`config.mk`:
```
export PLATFORM = sky130hd
export DESIGN_NAME = icap_reg_reader
export DESIGN_NICKNAME = d
export VERILOG_FILES = /design/src/rtl/icap_pkg.sv /design/src/rtl/icap_bitswap.sv /design/src/rtl/icap_reg_reader.sv
export SDC_FILE = /design/constraint.sdc
export NUM_CORES = 1
export LEC_CHECK = 0
export CORE_MARGIN = 2
export CORE_UTILIZATION = 48
export DETAILED_ROUTE_END_ITERATION = 10
export MAX_ROUTING_LAYER = met4
export PLACE_DENSITY = 0.81
export SYNTH_ARGS = -nofsm -noshare
export SYNTH_HDL_FRONTEND = slang
export SYNTH_HIERARCHICAL = 1
export SYNTH_SLANG_ARGS = --single-unit
```
`constraint.sdc`:
```
create_clock -name clk -period 2.4 [get_ports clk]
set_input_delay 0.48 -clock clk [delete_from_list [all_inputs] [get_ports clk]]
set_output_delay 0.48 -clock clk [all_outputs]
set_load 0.01 [all_outputs]
```
`src/rtl/icap_pkg.sv`:
```
`default_nettype none
// ============================================================================
// icap_pkg
// Shared ICAPE2 configuration words, register addresses and reader states.
// Revision: 1.0
// ============================================================================
package icap_pkg;

  localparam logic [31:0] c_dummy           = 32'hFFFF_FFFF;
  localparam logic [31:0] c_sync            = 32'hAA99_5566;
  localparam logic [31:0] c_noop            = 32'h2000_0000;
  localparam logic [31:0] c_type1_rd_base   = 32'h2800_0001;
  localparam logic [31:0] c_type1_wr_cmd    = 32'h3000_8001;
  localparam logic [31:0] c_cmd_desync      = 32'h0000_000D;
  localparam logic [31:0] c_cmd_iprog       = 32'h0000_000F;
  localparam logic [31:0] c_type1_wr_wbstar = 32'h3002_0001;

  localparam logic [4:0] c_addr_stat    = 5'h07;
  localparam logic [4:0] c_addr_idcode  = 5'h0C;
  localparam logic [4:0] c_addr_wbstar  = 5'h10;
  localparam logic [4:0] c_addr_bootsts = 5'h16;

  typedef enum logic [4:0] {
    ST_IDLE     = 5'd0,
    ST_W_DUMMY  = 5'd1,
    ST_W_SYNC   = 5'd2,
    ST_W_NOP1   = 5'd3,
    ST_W_NOP2   = 5'd4,
    ST_W_RDHDR  = 5'd5,
    ST_W_NOP3   = 5'd6,
    ST_W_NOP4   = 5'd7,
    ST_TA1      = 5'd8,
    ST_TA2      = 5'd9,
    ST_RD_WAIT  = 5'd10,
    ST_TB1      = 5'd11,
    ST_TB2      = 5'd12,
    ST_W_CMDHDR = 5'd13,
    ST_W_DESYNC = 5'd14,
    ST_W_NOP5   = 5'd15,
    ST_W_NOP6   = 5'd16,
    ST_FINISH   = 5'd17
  } state_t;

  // Type-1 read header: one-word read of the addressed register (addr at [17:13]).
  function automatic logic [31:0] rd_header(input logic [4:0] addr);
    return c_type1_rd_base | {14'd0, addr, 13'd0};
  endfunction

endpackage
`default_nettype wire

```
`src/rtl/icap_bitswap.sv`:
```
`default_nettype none
// ============================================================================
// icap_bitswap
// Per-byte bit reversal between natural word order and ICAPE2 bus order.
// Revision: 1.0
// ============================================================================
module icap_bitswap (
  input  logic [31:0] i_data,
  output logic [31:0] o_data
);

  for (genvar b = 0; b < 4; b++) begin : g_byte
    for (genvar k = 0; k < 8; k++) begin : g_bit
      assign o_data[8*b + k] = i_data[8*b + 7 - k];
    end
  end

endmodule
`default_nettype wire

```
`src/rtl/icap_reg_reader.sv`:
```
`default_nettype none
// ============================================================================
// icap_reg_reader
// Reads one 7-series configuration register over ICAPE2 (sync, read, desync).
// Revision: 1.0
// ============================================================================
module icap_reg_reader
  import icap_pkg::*;
#(
  parameter int READ_WAIT = 4
) (
  input  logic        clk,
  input  logic        reset,
  input  logic        req,
  input  logic [4:0]  reg_addr,
  output logic        busy,
  output logic        done,
  output logic [31:0] rd_data,
  output logic        icap_csib,
  output logic        icap_rdwrb,
  output logic [31:0] icap_i,
  input  logic [31:0] icap_o
);

  state_t      r_state;
  state_t      w_state_nxt;
  logic [4:0]  r_addr;
  logic [3:0]  r_wait_cnt;
  logic        w_wait_last;
  logic        w_csib_nxt;
  logic        w_rdwrb_nxt;
  logic        w_busy_nxt;
  logic        w_done_nxt;
  logic [31:0] w_word_nxt;
  logic [31:0] w_icap_i_nxt;
  logic [31:0] w_rd_swapped;

  assign w_wait_last = (r_wait_cnt == 4'(READ_WAIT - 1));

  always_comb begin
    w_state_nxt = ST_IDLE;
    case (r_state)
      ST_IDLE:     w_state_nxt = req ? ST_W_DUMMY : ST_IDLE;
      ST_W_DUMMY:  w_state_nxt = ST_W_SYNC;
      ST_W_SYNC:   w_state_nxt = ST_W_NOP1;
      ST_W_NOP1:   w_state_nxt = ST_W_NOP2;
      ST_W_NOP2:   w_state_nxt = ST_W_RDHDR;
      ST_W_RDHDR:  w_state_nxt = ST_W_NOP3;
      ST_W_NOP3:   w_state_nxt = ST_W_NOP4;
      ST_W_NOP4:   w_state_nxt = ST_TA1;
      ST_TA1:      w_state_nxt = ST_TA2;
      ST_TA2:      w_state_nxt = ST_RD_WAIT;
      ST_RD_WAIT:  w_state_nxt = w_wait_last ? ST_TB1 : ST_RD_WAIT;
      ST_TB1:      w_state_nxt = ST_TB2;
      ST_TB2:      w_state_nxt = ST_W_CMDHDR;
      ST_W_CMDHDR: w_state_nxt = ST_W_DESYNC;
      ST_W_DESYNC: w_state_nxt = ST_W_NOP5;
      ST_W_NOP5:   w_state_nxt = ST_W_NOP6;
      ST_W_NOP6:   w_state_nxt = ST_FINISH;
      ST_FINISH:   w_state_nxt = ST_IDLE;
      default:     w_state_nxt = ST_IDLE;
    endcase
  end

  // Outputs are decoded from the next state and registered, so the ICAP pins
  // are glitch-free and rdwrb only moves in the csib=1 turnaround states.
  always_comb begin
    w_csib_nxt  = 1'b1;
    w_rdwrb_nxt = 1'b0;
    w_word_nxt  = c_dummy;
    w_busy_nxt  = 1'b1;
    w_done_nxt  = 1'b0;
    case (w_state_nxt)
      ST_IDLE:     w_busy_nxt = 1'b0;
      ST_W_DUMMY:  w_csib_nxt = 1'b0;
      ST_W_SYNC:   begin w_csib_nxt = 1'b0; w_word_nxt = c_sync;          end
      ST_W_NOP1,
      ST_W_NOP2,
      ST_W_NOP3,
      ST_W_NOP4,
      ST_W_NOP5,
      ST_W_NOP6:   begin w_csib_nxt = 1'b0; w_word_nxt = c_noop;          end
      ST_W_RDHDR:  begin w_csib_nxt = 1'b0; w_word_nxt = rd_header(r_addr); end
      ST_TA1:      w_rdwrb_nxt = 1'b0;
      ST_TA2:      w_rdwrb_nxt = 1'b1;
      ST_RD_WAIT:  begin w_csib_nxt = 1'b0; w_rdwrb_nxt = 1'b1;           end
      ST_TB1:      w_rdwrb_nxt = 1'b1;
      ST_TB2:      w_rdwrb_nxt = 1'b0;
      ST_W_CMDHDR: begin w_csib_nxt = 1'b0; w_word_nxt = c_type1_wr_cmd;  end
      ST_W_DESYNC: begin w_csib_nxt = 1'b0; w_word_nxt = c_cmd_desync;    end
      ST_FINISH:   w_done_nxt = 1'b1;
      default:     w_busy_nxt = 1'b0;
    endcase
  end

  icap_bitswap u_swap_wr (
    .i_data (w_word_nxt),
    .o_data (w_icap_i_nxt)
  );

  icap_bitswap u_swap_rd (
    .i_data (icap_o),
    .o_data (w_rd_swapped)
  );

  always_ff @(posedge clk or negedge reset) begin
    if (!reset) begin
      r_state    <= ST_IDLE;
      r_addr     <= 5'd0;
      r_wait_cnt <= 4'd0;
      icap_csib  <= 1'b1;
      icap_rdwrb <= 1'b0;
      icap_i     <= c_dummy;  // all-ones is its own bit swap
      busy       <= 1'b0;
      done       <= 1'b0;
      rd_data    <= 32'd0;
    end else begin
      r_state    <= w_state_nxt;
      icap_csib  <= w_csib_nxt;
      icap_rdwrb <= w_rdwrb_nxt;
      icap_i     <= w_icap_i_nxt;
      busy       <= w_busy_nxt;
      done       <= w_done_nxt;
      if (r_state == ST_IDLE && req) begin
        r_addr <= reg_addr;
      end
      if (r_state == ST_RD_WAIT && !w_wait_last) begin
        r_wait_cnt <= r_wait_cnt + 4'd1;
      end else begin
        r_wait_cnt <= 4'd0;
      end
      if (r_state == ST_RD_WAIT && w_wait_last) begin
        rd_data <= w_rd_swapped;
      end
    end
  end

endmodule
`default_nettype wire

```
==> key figures, run 1 <==
Run status
  • Status: completed

Setup path
  • Flop2flop setup slack: 0.40 ns
  • Kind of end point of the critical path: flop
  • Required time worst endpoint: 2.63 ns
  • R2R Path Start: r_state[3]$_DFF_PN0_
  • Critical path, cell by cell: nand2b_1 -> nor3_2 -> nand2b_4 -> mux2_1
  • Critical path depth in cells: 4
  • WP buf/inv: 0
  • Critical setup path kind: reg2reg
  • Worst R2R Path Depth: 4
  • Crit-path max FO: 32
  • Data arrival, critical path: 2.23 ns
  • CP Launch Type: flop
  • Critical path's slowest cell: dfrtp_1
  • Crit path to: rd_data[15]$_DFFE_PN0P_
  • Family with the most delay on the worst path: simple AND/OR/NAND/NOR gates
  • Worst setup startpoint: r_state[3]$_DFF_PN0_
  • FF-to-FF End: rd_data[15]$_DFFE_PN0P_
  • Max stage delay on crit path: 0.55 ns

Clock tree
  • Post_cts resized: 0
  • Post-CTS setup buffers: 0
  • Worst-skew pair later-pin latency: 0.35 ns
  • H-tree Lvls: 3
  • Clock transition at path regs: 0.08 ns
  • CTS Hold Bufs: 0
  • CTS tree: built
  • TritonCTS buffer count: 9
  • CTS Root Cell: clkbuf_8
  • # clock sinks: 82
  • Clock buffer depth: 2

STA
  • Fmax: 501.1 MHz
  • Hold slack: 0.1009 ns
  • Max Slew Vio Count: 0
  • Worst Tran Pin Value: 0.5936 ns
  • Final Hold Viols: 0
  • RSZ-0062 raised after global routing: false
  • Setup Viol. Count Final: 0
  • Period utilisation layout: 83.15%
  • Final setup skew: 0.007560 ns
  • Slew HR: 60.40%
  • Total negative slack: 0 ns
  • Tmin final: 1.996 ns

Global routing
  • Vias in the first global route: 2,051
  • First-pass GRT wire length: 10,320 µm
  • Largest net degree at the start of global routing: 43
  • Initial antenna violation count: 0
  • Tot GR Track Use: 16.41%
  • Total gr overflow: 0

Flow run
  • Max cap viols: 0

Routing
  • DR pass1 iterations: 4
  • DR WL/cell: 14.58 µm
  • Initial DRC Count: 78
  • DRC viols: 0
  • Via density: 4.815
  • Antenna-violating nets left: 0
  • Via count: 2,051
  • WL final: 6209 µm

Yosys
  • Synth Cell Area: 3654 µm²
  • Fraction of registers with async set/reset: 100.0%
  • Synth cell count leaders: 64 x buf_4, 49 x dfrtp_1, 33 x dfstp_2
  • Ys flop type: dfrtp_1
  • Synthesized flop and latch total: 82
  • Synth unique cells: 42
  • Post-Syn Instances: 272
  • Syn Area/Cell: 13.43 µm²
  • Most frequent cell after synthesis: buf_4
  • Synth warnings: 6
  • Post-synth net total: 313
  • Post-synth top area share: 33.56%
  • Post-synth EDFFs: 0
  • Post-synth top area cell: dfrtp_1
  • Synth area leaders: dfrtp_1 34%, dfstp_2 24%, buf_4 13%
  • Sequential element share of the synthesized area: 57.29%

Pwr
  • Net Sw Power: 1.507 mW
  • Leakage: 2.010 nW
  • PD cells: 1062 nW/µm²
  • Worst vdd ir: 532.9 µV
  • Cell-internal power: 3.287 mW
  • Combinational share of power: 36.8%
  • Reg power frac: 44.6%
  • Sw frac: 31.43%
  • Clk pwr share: 18.6%

Floorplanning
  • Core Rows: 31
  • Initial Utilization: 49.84%
  • IO Count: 108
  • CORE AREA: 7331 µm²
  • Die area: 8326 µm²
  • Die height: 91.25 µm
  • Chip Width: 91.25 µm

Hold path
  • HP Class: in2async

Final layout
  • Nets@finish: 363
  • Diode count: 0
  • Area grow syn2layout: 23.60%
  • Finished Layout Cells: 426
  • Layout cells sized above 1: 29.05%
  • Final core utilization: 61.60%

Placement
  • GP Congestion: 0.8495
  • I/O Buffers: 107
  • Cells after DPL: 410
  • HPWL after DPL: 4190 µm
[metal layers]
| metal | global-route usage (%) | vias up | part of all wire (%) |
|---|---|---|---|
| met3 | 4.066 | 13 | 5.7 |
| met5 | - | - | 0 |
| met1 | 20.33 | 1007 | 43 |
| li1 | - | 946 | - |
| met2 | 25.56 | 85 | 50 |
| met4 | 7.449 | 0 | 1.8 |
[state kept, by name (all words and copies together), names as in the netlist]
name / cells
r_addr: 5
busy: 1
icap_csib: 1
r_state: 5
icap_rdwrb: 1
rd_data: 32
r_wait_cnt: 4
done: 1
icap_i: 32
[kinds of logic (layout without fill, tap and decap cells)]
logic type / after synthesis / in the layout / share of synthesized area, %
adder cells (fa/ha/maj): 1 / 1 / 0.3424
multiplexers: 38 / 38 / 14.76
flip-flops: 82 / 82 / 57.29
AO/OA/AOI/OAI: 24 / 24 / 4.178
buffers and inverters: 79 / 134 / 15.82
AND/OR/NAND/NOR: 45 / 45 / 6.883
XOR/XNOR: 3 / 3 / 0.7193
[final cells by class]
cell class | instances | area [µm²]
tap | 99 | 123.9
timing repair buffer | 112 | 1119
clock inverter | 7 | 51.30
sequential | 82 | 2093
multi-input combinational | 111 | 982.2
fill | 557 | 2815
clock buffer | 9 | 123.9
inverter | 6 | 22.52
[cell usage in the layout (no fill, tap or decap), types with 4 or more instances in the layout]
master	count
a21oi_1	6
buf_4	5
clkbuf_8	9
clkdlybuf4s50_1	106
dfrtp_1	49
dfstp_2	33
inv_1	5
mux2_2	5
mux2_4	30
nand2_1	9
nand2b_1	4
nor2_1	10
o21ai_0	7
[power by group through the flow]
stage	Sequential (mW)	Combinational (mW)	Clock (mW)
floorplan	2.33	1.33	0
global placement	2.15	1.75	0
detailed placement	2.17	1.77	0
CTS	2.15	1.78	0.918
global route	2.20	1.92	0.978
finish	2.14	1.76	0.891
[metrics by stage]
step	cell area [µm²]	power [mW]	setup WS [ns]
after floorplan	3654	3.659	0.6711
after global placement	4340	3.900	0.4577
after detailed placement	4340	3.939	0.3932
after CTS	4516	4.847	0.3755
after global routing	4516	5.091	0.2019
final	4516	4.794	0.4044
[worst min-delay path by stage]
stage	cells past startpoint	slack (ns)	end
after detailed placement	1	0.45	r_wait_cnt[0]$_DFF_PN0_
after global routing	1	0.13	rd_data[17]$_DFFE_PN0P_
after floorplan	0	0.18	busy$_DFF_PN0_
after global placement	1	0.44	r_wait_cnt[0]$_DFF_PN0_
after CTS	1	0.11	rd_data[17]$_DFFE_PN0P_
final	1	0.10	rd_data[17]$_DFFE_PN0P_
Power figures use the tool's default switching activity.
==> run 2: changes to the inputs <==
- clock period: 2.4 -> 1.9 ns (I/O delays scaled with it)
==> key figures, run 2 (synthesized netlist as in run 1, its figures left out) <==
Pwr
  • Reg power frac: 43.9%
  • Worst vdd ir: 715.5 µV
  • Clk pwr share: 19.1%
  • PD cells: 1333 nW/µm²
  • Sw frac: 30.16%
  • Net Sw Power: 1.852 mW
  • Combinational share of power: 37.0%
  • Cell-internal power: 4.289 mW
  • Total power: 6.140 mW
  • Leakage: 2.061 nW

Floorplanning
  • IO Count: 108
  • Chip Width: 91.25 µm
  • CORE AREA: 7331 µm²
  • Core Rows: 31
  • Die area: 8326 µm²
  • Initial Utilization: 49.84%
  • Die height: 91.25 µm

STA
  • Tmin final: 1.808 ns
  • Worst Tran Pin Value: 0.5616 ns
  • Fmax: 553.2 MHz
  • Max Slew Vio Count: 0
  • Period utilisation layout: 95.15%
  • RSZ-0062 raised after global routing: false
  • Final Hold Viols: 0
  • Slew HR: 62.27%
  • Setup Viol. Count Final: 0
  • Final setup skew: 0.01244 ns
  • Total negative slack: 0 ns

Routing
  • Via density: 4.707
  • Initial DRC Count: 66
  • Via count: 2,043
  • Antenna-violating nets left: 0
  • DR pass1 iterations: 4
  • DR WL/cell: 14.76 µm
  • DRC viols: 0
  • WL final: 6405 µm

Clock tree
  • # clock sinks: 82
  • CTS Root Cell: clkbuf_8
  • H-tree Lvls: 3
  • CTS tree: built
  • Clock transition at path regs: 0.08 ns
  • Worst-skew pair later-pin latency: 0.34 ns
  • Clock buffer depth: 2
  • TritonCTS buffer count: 9

Setup path
  • Required time worst endpoint: 2.11 ns
  • Max stage delay on crit path: 0.40 ns
  • Critical setup path kind: reg2reg
  • Kind of end point of the critical path: flop
  • Worst setup startpoint: r_wait_cnt[0]$_DFF_PN0_
  • R2R Path Start: r_wait_cnt[0]$_DFF_PN0_
  • Crit-path max FO: 22
  • Data arrival, critical path: 2.02 ns
  • CP Launch Type: flop
  • Flop2flop setup slack: 0.09 ns
  • Critical path, cell by cell: ha_1 -> or3b_4 -> nand2b_4 -> buf_12 -> mux2_1
  • FF-to-FF End: rd_data[16]$_DFFE_PN0P_
  • Worst R2R Path Depth: 5
  • Critical path's slowest cell: or3b_4

Final layout
  • Area taken by multi-input logic gates: 982.2 µm²
  • Nets@finish: 371
  • Layout cells sized above 1: 30.15%
  • Most common cell after layout, fill and taps aside: clkdlybuf4s50_1
  • Area grow syn2layout: 26.06%
  • Biggest registers after layout: icap_i (32), rd_data (32)
  • Most frequent cells in the layout: 106 x clkdlybuf4s50_1, 49 x dfrtp_1, 33 x dfstp_2
  • Fill count: 551
  • Final instance area: 4606 µm²
  • Reg area: 2093 µm²
  • Diode count: 0

Placement
  • I/O Buffers: 107
  • HPWL after DPL: 4599 µm
  • Placed Area: 4405 µm²
  • GP Congestion: 0.8191

Global routing
  • Tot GR Track Use: 16.64%
  • First-pass GRT wire length: 10,560 µm
  • Vias in the first global route: 2,085
  • Total gr overflow: 0
  • Initial antenna violation count: 0
  • Largest net degree at the start of global routing: 31

Flow run
  • Max cap viols: 0

Hold path
  • Hold path cells: 1
  • HP Class: reg2reg
  • Hold EP: r_wait_cnt[0]$_DFF_PN0_
  • HP Start: r_wait_cnt[0]$_DFF_PN0_

Run status
  • Status: completed
run 2: power by group through the flow:
stage	Combinational (mW)	Clock [mW]	Sequential, mW
2_1_floorplan	1.68	0	2.94
3_3_place_gp	2.25	0	2.72
3_5_place_dp	2.29	0	2.74
4_1_cts	2.30	1.21	2.70
5_1_grt	2.48	1.28	2.76
6_report	2.27	1.17	2.70
run 2: critical path: cells and delay by family, from the launching register on:
| kind | cells | cell delay, ns |
|---|---|---|
| AND/OR/NAND/NOR | 2 | 0.61 |
| adder cells (fa/ha/maj) | 1 | 0.19 |
| buffers and inverters | 1 | 0.19 |
| flip-flops | 1 | 0.37 |
| multiplexers | 1 | 0.32 |
run 2: worst max-delay path by stage:
| stage | endpoint | slack, ns | cells past startpoint |
|---|---|---|---|
| detailed placement | rd_data[16]$_DFFE_PN0P_ | 0.11 | 5 |
| CTS | icap_i[29] | 0.08 | 1 |
| floorplan | rd_data[0]$_DFFE_PN0P_ | 0.17 | 6 |
| finish | rd_data[16]$_DFFE_PN0P_ | 0.09 | 5 |
| global route | icap_csib$_DFF_PN1_ | 0.009 | 5 |
| global placement | icap_csib$_DFF_PN1_ | 0.15 | 5 |
run 2: metrics by stage:
stage               hold slack, ns  std cells  utilization, %  worst slack, ns
floorplan                  0.08441        272               -           0.1711
CTS                         0.4686        434           62.83          0.08131
global route                0.4876        434           62.83         0.008518
global placement            0.3010        417           60.10           0.1527
finish                      0.4634        434           62.83          0.09221
detailed placement          0.3020        417           60.10           0.1095
run 2: per-layer routing:
metal	share of wire [%]	wire length (µm)	track usage (%)	vias to the layer above
met1	47	2981	21.97	1005
met2	48	3063	25.86	75
met5	0	0	-	-
li1	-	-	-	957
met4	0.98	63	6.187	0
met3	4.6	297	3.071	6
run 2: what timing repair did:
item	in CTS	in global routing
endpoints found under the hold margin	22	0
setup buffers	0	0
resized for setup	0	0
hold buffers	1	0
run 2: final cells by class:
| class | count | share of cell area (%) |
|---|---|---|
| sequential | 82 | 45.45 |
| timing repair buffer | 120 | 25.92 |
| multi-input combinational | 111 | 21.33 |
| clock buffer | 12 | 3.613 |
| tap | 99 | 2.689 |
| clock inverter | 4 | 0.5162 |
| inverter | 6 | 0.4890 |
==> run 3: changes to the inputs <==
- CORE_UTILIZATION: 48 -> 44
- PLACE_DENSITY: 0.81 -> 0.8
- SYNTH_HIERARCHICAL: 1 -> unset
==> key figures, run 3 <==
Run status
  • Status: completed

Final layout
  • Area grow syn2layout: 45.94%
  • Biggest registers after layout: rd_data (32), icap_i (13)
  • Register with the most flip-flops: rd_data
  • Diode count: 0
  • Most common cell after layout, fill and taps aside: clkdlybuf4s50_1
  • Max FFs per register: 32
  • Fill count: 452
  • Finished Layout Cells: 399
  • Final instance area: 4225 µm²
  • Nets@finish: 358
  • Final core utilization: 66.54%
  • Most frequent cells in the layout: 87 x clkdlybuf4s50_1, 49 x dfrtp_1, 30 x mux2_4
  • Layout cells sized above 1: 28.57%

Setup path
  • Kind of end point of the critical path: output port
  • Critical setup path kind: reg2out
  • Data arrival, critical path: 1.51 ns
  • Worst R2R Path Depth: 5
  • Critical path, cell by cell: clkdlybuf4s50_1
  • Family with the most delay on the worst path: flip-flops
  • Worst setup startpoint: icap_i[30]$_DFF_PN1_
  • Critical path's slowest cell: dfstp_2
  • Max stage delay on crit path: 0.60 ns
  • CP Launch Type: flop
  • FF-to-FF End: rd_data[9]$_DFFE_PN0P_
  • WP buf/inv: 1
  • Crit-path max FO: 9
  • Flop2flop setup slack: 0.23 ns
  • Required time worst endpoint: 1.52 ns
  • R2R Path Start: r_wait_cnt[0]$_DFF_PN0_

Routing
  • Via count: 1,984
  • WL final: 6099 µm
  • DRC viols: 0
  • Initial DRC Count: 79
  • Antenna-violating nets left: 0
  • DR WL/cell: 15.29 µm
  • Via density: 4.972
  • DR pass1 iterations: 4

STA
  • Period utilisation layout: 99.65%
  • Final Hold Viols: 0
  • Final setup skew: 0.01157 ns
  • RSZ-0062 raised after global routing: true
  • Setup Viol. Count Final: 0
  • Hold slack: 0.4529 ns
  • Tmin final: 1.893 ns
  • Worst Tran Pin Value: 0.4578 ns
  • Max Slew Vio Count: 0
  • Slew HR: 69.48%
  • Fmax: 528.2 MHz
  • Total negative slack: 0 ns
  • Fin worst setup slack: 0.006716 ns

Clock tree
  • TritonCTS buffer count: 9
  • Worst-skew pair later-pin latency: 0.34 ns
  • CTS tree: built
  • H-tree Lvls: 3
  • Clock buffer depth: 2
  • Clock transition at path regs: 0.07 ns
  • CTS Root Cell: clkbuf_8
  • # clock sinks: 63

Yosys
  • Post-synth EDFFs: 0
  • Sequential element share of the synthesized area: 55.06%
  • Ys flop type: dfrtp_1
  • Post-Syn Instances: 216
  • Synthesized flop and latch total: 63
  • Synth warnings: 0
  • Fraction of registers with async set/reset: 100.0%
  • Most frequent cell after synthesis: dfrtp_1
  • Post-synth top area share: 42.35%
  • Synth unique cells: 44
  • Synth cell count leaders: 49 x dfrtp_1, 30 x mux2_4, 19 x buf_4
  • Synth Cell Area: 2895 µm²
  • Post-synth top area cell: dfrtp_1
  • Syn Area/Cell: 13.40 µm²
  • Synth area leaders: dfrtp_1 42%, mux2_4 16%, dfstp_2 13%
  • Post-synth net total: 257

Floorplanning
  • IO Count: 108
  • CORE AREA: 6350 µm²
  • Core Rows: 29
  • Die height: 85.12 µm
  • Die area: 7245 µm²
  • Initial Utilization: 45.60%
  • Chip Width: 85.12 µm

Global routing
  • Largest net degree at the start of global routing: 33
  • Initial antenna violation count: 0
  • First-pass GRT wire length: 9846 µm
  • Total gr overflow: 0
  • Tot GR Track Use: 17.93%
  • Vias in the first global route: 1,950

Placement
  • GP Congestion: 0.8955
  • Cells after DPL: 380
  • Placed Area: 3933 µm²
  • I/O Buffers: 107
  • Dpl ws: 0.1474 ns
  • HPWL after DPL: 4368 µm

Pwr
  • Leakage: 2.036 nW
  • PD cells: 1320 nW/µm²
  • Total power: 5.579 mW
  • Worst vdd ir: 928.2 µV

Hold path
  • HP Start: r_wait_cnt[0]$_DFF_PN0_
  • Hold EP: r_wait_cnt[0]$_DFF_PN0_
  • HP Class: reg2reg
  • Hold path cells: 1

Flow run
  • Max cap viols: 0
==> run 3: how the worst max path moves through the flow <==
stage                                          to  slack (ns)  cells past startpoint
final                                  icap_i[19]       0.007                      1
after CTS                              icap_i[16]      0.0003                      1
after global placement       icap_rdwrb$_DFF_PN0_        0.20                      5
after global routing                   icap_i[19]       -0.06                      1
after detailed placement     icap_rdwrb$_DFF_PN0_        0.15                      5
after floorplan           rd_data[10]$_DFFE_PN0P_        0.33                      5
==> run 3: area by class of cell <==
cell class              instances  area (µm²)  share of cell area [%]
clock buffers                  10       137.6                   3.257
clock inverters                 6       116.4                   2.754
inverters                       3       11.26                  0.2665
multi-input cells             120        1065                   25.20
flip-flops and latches         63        1594                   37.73
well taps                      77       96.34                   2.280
repair buffers                120        1205                   28.52
==> run 3: power by group <==
group          internal, mW  total, mW  switching, mW
sequential             1.75       1.91          0.160
combinational          1.15       2.22           1.07
clock                 0.916       1.45          0.530
==> run 3: timing repair <==
action,CTS,global route
hold endpoints to repair,5,0
hold buffers,1,0
buffers inserted,2,0
endpoints found under the setup margin,19,12
resized for setup,9,10
==> run 3: metal layers <==
metal,vias up,GRT usage [%],part of all wire [%]
met5,-,-,0
met4,0,9.524,1.9
met3,11,3.891,5.5
met2,75,26.35,50
met1,971,23.27,43
li1,927,-,-
==> run 3: cell families after synthesis <==
group                      synth area share (%)
and+or+nand+nor                           10.98
buffers and inverters                     8.167
AOI/OAI and AO/OA                         5.532
DFF                                       55.06
muxes                                     18.63
xor gates and xnor gates                  1.210
adders and majority gates                0.4321
